==> config.mk <==
export PLATFORM = sky130hd
export DESIGN_NAME = pin_keypad_tx
export DESIGN_NICKNAME = d
export VERILOG_FILES = /design/src/rtl/pin_keypad_tx.sv
export SDC_FILE = /design/constraint.sdc
export NUM_CORES = 1
export LEC_CHECK = 0
export ABC_AREA = 1
export CORE_MARGIN = 3
export CORE_UTILIZATION = 45
export CTS_CLUSTER_DIAMETER = 120
export CTS_CLUSTER_SIZE = 16
export DETAILED_ROUTE_END_ITERATION = 6
export PLACE_DENSITY = 0.71
export REMOVE_ABC_BUFFERS = 1
export SLEW_MARGIN = 20
export SYNTH_ARGS = -nofsm -noshare
export SYNTH_HDL_FRONTEND = slang
export SYNTH_SLANG_ARGS = --single-unit
==> constraint.sdc <==
create_clock -name Clk -period 2 [get_ports Clk]
set_input_delay 0.4 -clock Clk [delete_from_list [all_inputs] [get_ports Clk]]
set_output_delay 0.4 -clock Clk [all_outputs]
set_load 0.03 [all_outputs]
==> src/rtl/pin_keypad_tx.sv <==
// Keypad-side PIN transmitter: packs BCD keystrokes and strobes enterPin on ENTER.
// Optional inter-key timeout is built when PIN_TIMEOUT_EN is defined.
module pin_keypad_tx #(
  parameter int DIGITS      = 2,
  parameter int HOLD_CYC    = 2,
  parameter int TIMEOUT_CYC = 1000
) (
  input  logic                         Clk,
  input  logic                         Reset,
  input  logic                         KeyValid,
  input  logic [3:0]                   KeyCode,
  output logic [4*DIGITS-1:0]          Pin,
  output logic                         enterPin,
  output logic                         Busy,
  output logic [$clog2(DIGITS+1)-1:0]  DigitCnt,
  output logic                         KeyErr
);

  localparam int PW = 4 * DIGITS;
  localparam int CW = $clog2(DIGITS + 1);
  localparam int HW = $clog2(HOLD_CYC + 1);
  localparam logic [CW-1:0] FULL_CNT = CW'(DIGITS);

  typedef enum logic [1:0] {IDLE, COLLECT, SEND, HOLD} state_t;

  state_t          state_reg, state_next;
  logic [PW-1:0]   shift_reg, shift_next;
  logic [CW-1:0]   cnt_reg, cnt_next;
  logic [HW-1:0]   hold_reg, hold_next;
  logic [PW-1:0]   pin_reg, pin_next;
  logic            enter_reg, enter_next;
  logic            busy_reg, busy_next;
  logic            err_reg, err_next;
  logic            timeout_hit;

  logic            is_digit, is_enter, is_clear, is_key;
  logic [PW-1:0]   shifted;

  assign is_digit = KeyValid && (KeyCode <= 4'd9);
  assign is_enter = KeyValid && (KeyCode == 4'hA);
  assign is_clear = KeyValid && (KeyCode == 4'hB);
  assign is_key   = is_digit || is_enter || is_clear;
  assign shifted  = (shift_reg << 4) | PW'(KeyCode);

`ifdef PIN_TIMEOUT_EN
  localparam int TW = $clog2(TIMEOUT_CYC);
  logic [TW-1:0] to_reg, to_next;

  assign timeout_hit = (state_reg == COLLECT) && (to_reg == TW'(TIMEOUT_CYC - 1)) && !is_key;

  // Counter only advances while idling in COLLECT; any real key restarts it.
  always_comb begin
    to_next = '0;
    if (state_next == COLLECT && state_reg == COLLECT && !is_key)
      to_next = to_reg + TW'(1);
  end

  always_ff @(posedge Clk) begin
    if (Reset) to_reg <= '0;
    else       to_reg <= to_next;
  end
`else
  assign timeout_hit = 1'b0;
`endif

  always_ff @(posedge Clk) begin
    if (Reset) begin
      state_reg <= IDLE;
      shift_reg <= '0;
      cnt_reg   <= '0;
      hold_reg  <= '0;
      pin_reg   <= '0;
      enter_reg <= 1'b0;
      busy_reg  <= 1'b0;
      err_reg   <= 1'b0;
    end else begin
      state_reg <= state_next;
      shift_reg <= shift_next;
      cnt_reg   <= cnt_next;
      hold_reg  <= hold_next;
      pin_reg   <= pin_next;
      enter_reg <= enter_next;
      busy_reg  <= busy_next;
      err_reg   <= err_next;
    end
  end

  always_comb begin
    state_next = state_reg;
    shift_next = shift_reg;
    cnt_next   = cnt_reg;
    hold_next  = hold_reg;
    case (state_reg)
      IDLE: begin
        if (is_digit) begin
          state_next = COLLECT;
          shift_next = shifted;
          cnt_next   = CW'(1);
        end
      end
      COLLECT: begin
        if (is_clear || (is_enter && cnt_reg != FULL_CNT) || timeout_hit) begin
          state_next = IDLE;
          shift_next = '0;
          cnt_next   = '0;
        end else if (is_enter) begin
          state_next = SEND;
        end else if (is_digit && cnt_reg < FULL_CNT) begin
          shift_next = shifted;
          cnt_next   = cnt_reg + CW'(1);
        end
      end
      SEND: begin
        state_next = HOLD;
        hold_next  = HW'(HOLD_CYC);
      end
      HOLD: begin
        if (hold_reg <= HW'(1)) begin
          state_next = IDLE;
          hold_next  = '0;
          shift_next = '0;
          cnt_next   = '0;
        end else begin
          hold_next = hold_reg - HW'(1);
        end
      end
      default: state_next = IDLE;
    endcase
  end

  // Next values for the registered outputs, keyed on the state being entered.
  always_comb begin
    pin_next   = '0;
    enter_next = 1'b0;
    busy_next  = 1'b0;
    case (state_next)
      SEND: begin
        pin_next   = shift_reg;
        enter_next = 1'b1;
        busy_next  = 1'b1;
      end
      HOLD: begin
        pin_next  = pin_reg;
        busy_next = 1'b1;
      end
      default: ;
    endcase
    err_next = (state_reg == COLLECT) && (state_next == IDLE) && !is_clear;
  end

  assign Pin      = pin_reg;
  assign enterPin = enter_reg;
  assign Busy     = busy_reg;
  assign DigitCnt = cnt_reg;
  assign KeyErr   = err_reg;

endmodule
==> impl_metrics.yaml <==
run_status:
  status: "completed"
yosys:
  seq_area_frac_synth_pct: 42.69
  syn_avg_cell_area_um2: 7.062
  ys_ff_latch: 25
  yosys-top-cells-area: "dfxtp_1, nand2_1, nor2_1"
  synth_edf_count: 0
  ys_types: 27
  ys_async_sr_fraction_pct: 0
  synthCells: 166
  netlist_area_um2: 1172
  yosys_warnings: 0
  yosysTopAreaCell: "dfxtp_1"
  synthFlopType: "dfxtp_1"
  netlist.area_leader.share_pct: 42.69
critical_path:
  ff2ff_setup_slack_ps: 480
  critPathSlowestCell: "clkdlybuf4s50_1"
  cp_cell_sequence: "clkdlybuf4s50_1"
  r2r-start: "DigitCnt[0]"
  end_kind: "output pin"
  path_delay_family: "buffers and inverters"
  worst-path-buf-inv: 1
  crit_required_ps: 1600
  worstSetupStartpoint: "DigitCnt[1]"
  critical_path.max_stage_delay_ps: 680
  cp.arrival_ps: 1370
  critical_path_class: "reg -> out"
  path_max_fanout: 3
  startpoint_type: "flop"
global_routing:
  grt_max_degree: 20
  grt_pass1_vias: 1028
  antenna_found_initial: 0
  gr-total-overflow: 0
  grt_pass1_wl_um: 4374
  grt_util_all_layers_pct: 17.04
finish:
  num-nets-final: 200
  nFillCells: 230
  syn_to_final_growth_pct: 23.27
  layout-drive-gt1-share_pct: 10.99
  n_antenna_cell: 0
die:
  start_util_pct: 50.11
  die_h_um: 57.04
  core-area_um2: 2340
  ios: 20
  die_w_um: 57.04
  die_area_um2: 3254
  core.rowCount: 17
placed_design:
  place_ws_ps: 28.53
  port_buffers: 19
  dp_hpwl_um: 1892
  routabilityCongestion: 0.8837
clock_network:
  hold_buffers: 0
  cts_resized: 0
  cts_tree: "built"
  clk_path_buf_depth: 2
  cts_sinks: 25
  cts_buffers: 3
  clk_pin_slew_ps: 140
  insertion_delay_ps: 320
  htree_levels: 1
  cts_setup_buffers: 0
  cts_root_buffer: "clkbuf_4"
min_path:
  min_from: "shift_reg[4]"
  hp-class: "reg -> reg"
timing:
  fin_skew_ps: 2.316
  slew_viol_final: 0
  post-route-period-util_pct: 88.54
  relSlewSlack_pct: 75.08
  setup_slack_ps: 229.2
  setup-violations-final: 0
  hold_viol_final: 0
  setup-tns-final_ps: 0
  rsz0062_at_grt: "false"
  fmax_mhz: 564.7
  post-route-min-period_ps: 1771
  tightest_slew_ps: 372.6
routing:
  postRouteAntennaNets: 0
  vias_per_cell: 5.091
  drc: 0
  drt-pass1-iter-count: 4
  wl_per_cell_um: 11.59
  drt_iter0_markers: 28
  vias: 1115
  totalWireLength_um: 2538
power_and_ir_drop:
  ir_drop_mv: 0.4975
  power_leakage_nw: 0.6087
  power_density_nw_per_um2: 671.9
flow_run:
  maxCapViolCount: 0
[cell families after synthesis]
family | count (synthesis) | synth area share (%)
flops | 25 | 42.69
simple gates | 96 | 37.14
compound gates | 22 | 10.67
buf+inv | 22 | 8.430
fa+ha+maj | 1 | 1.067
[final timing paths]
path                                endpoint  cells past startpoint
worst max-delay path             DigitCnt[1]                      1
worst min-delay path                  Pin[4]                      2
worst max register to register  shift_reg[4]                      9
worst min register to register        Pin[4]                      2
[layer usage]
metal  routed length [um]  share of wire [%]  track usage [%]
met1                 1203                 47            21.15
met2                 1152                 45            28.38
met3                  135                5.3            2.715
met4                   46                1.8            8.609
met5                    0                  0                0
[final cells by class]
cell class                 count  area, um2  share of cell area, %
inverter                      17      63.81                  4.416
tap                           28      35.03                  2.424
multi-input combinational    119      573.1                  39.65
sequential                    25      500.5                  34.63
clock buffer                   3      22.52                  1.558
clock inverter                 1      7.507                 0.5195
timing repair buffer          26      242.7                  16.80
[stage by stage]
step	instances	cell area [um2]	hold WS (ps)	power [mW]	util, %
floorplan	161	1137	433.3	0.6787	-
global placement	215	1415	451.5	0.7425	60.48
detailed placement	215	1415	457.2	0.7466	60.48
CTS	219	1445	478.6	0.9793	61.76
global route	219	1445	488.7	1.031	61.76
finish	219	1445	471.5	0.9710	61.76
[report_power, final]
part,switching [mW],total [mW],leakage [nW],internal (mW)
clock,0.157,0.234,0.0139,0.0764
combinational,0.120,0.195,0.391,0.0748
sequential,0.0172,0.542,0.204,0.525
total,0.295,0.971,0.609,0.676
[cells in the final DEF (no fill, tap or decap), types with 2 or more instances in the layout]
cell type	n
inv_1	15
o21ai_0	7
nor2_2	2
clkdlybuf4s50_1	19
nor2_1	26
dfxtp_1	25
buf_4	7
nand3_1	13
a21oi_1	10
nand2_1	47
clkbuf_4	3
[cell usage after synthesis (2+ instances only)]
library cell,n
inv_1,15
dfxtp_1,25
buf_6,2
nor2_2,2
clkbuf_1,2
nand2_1,47
o21ai_0,7
nor2_1,26
nand3_1,13
a21oi_1,10
Note: power is estimated with default switching activity, not from simulation.
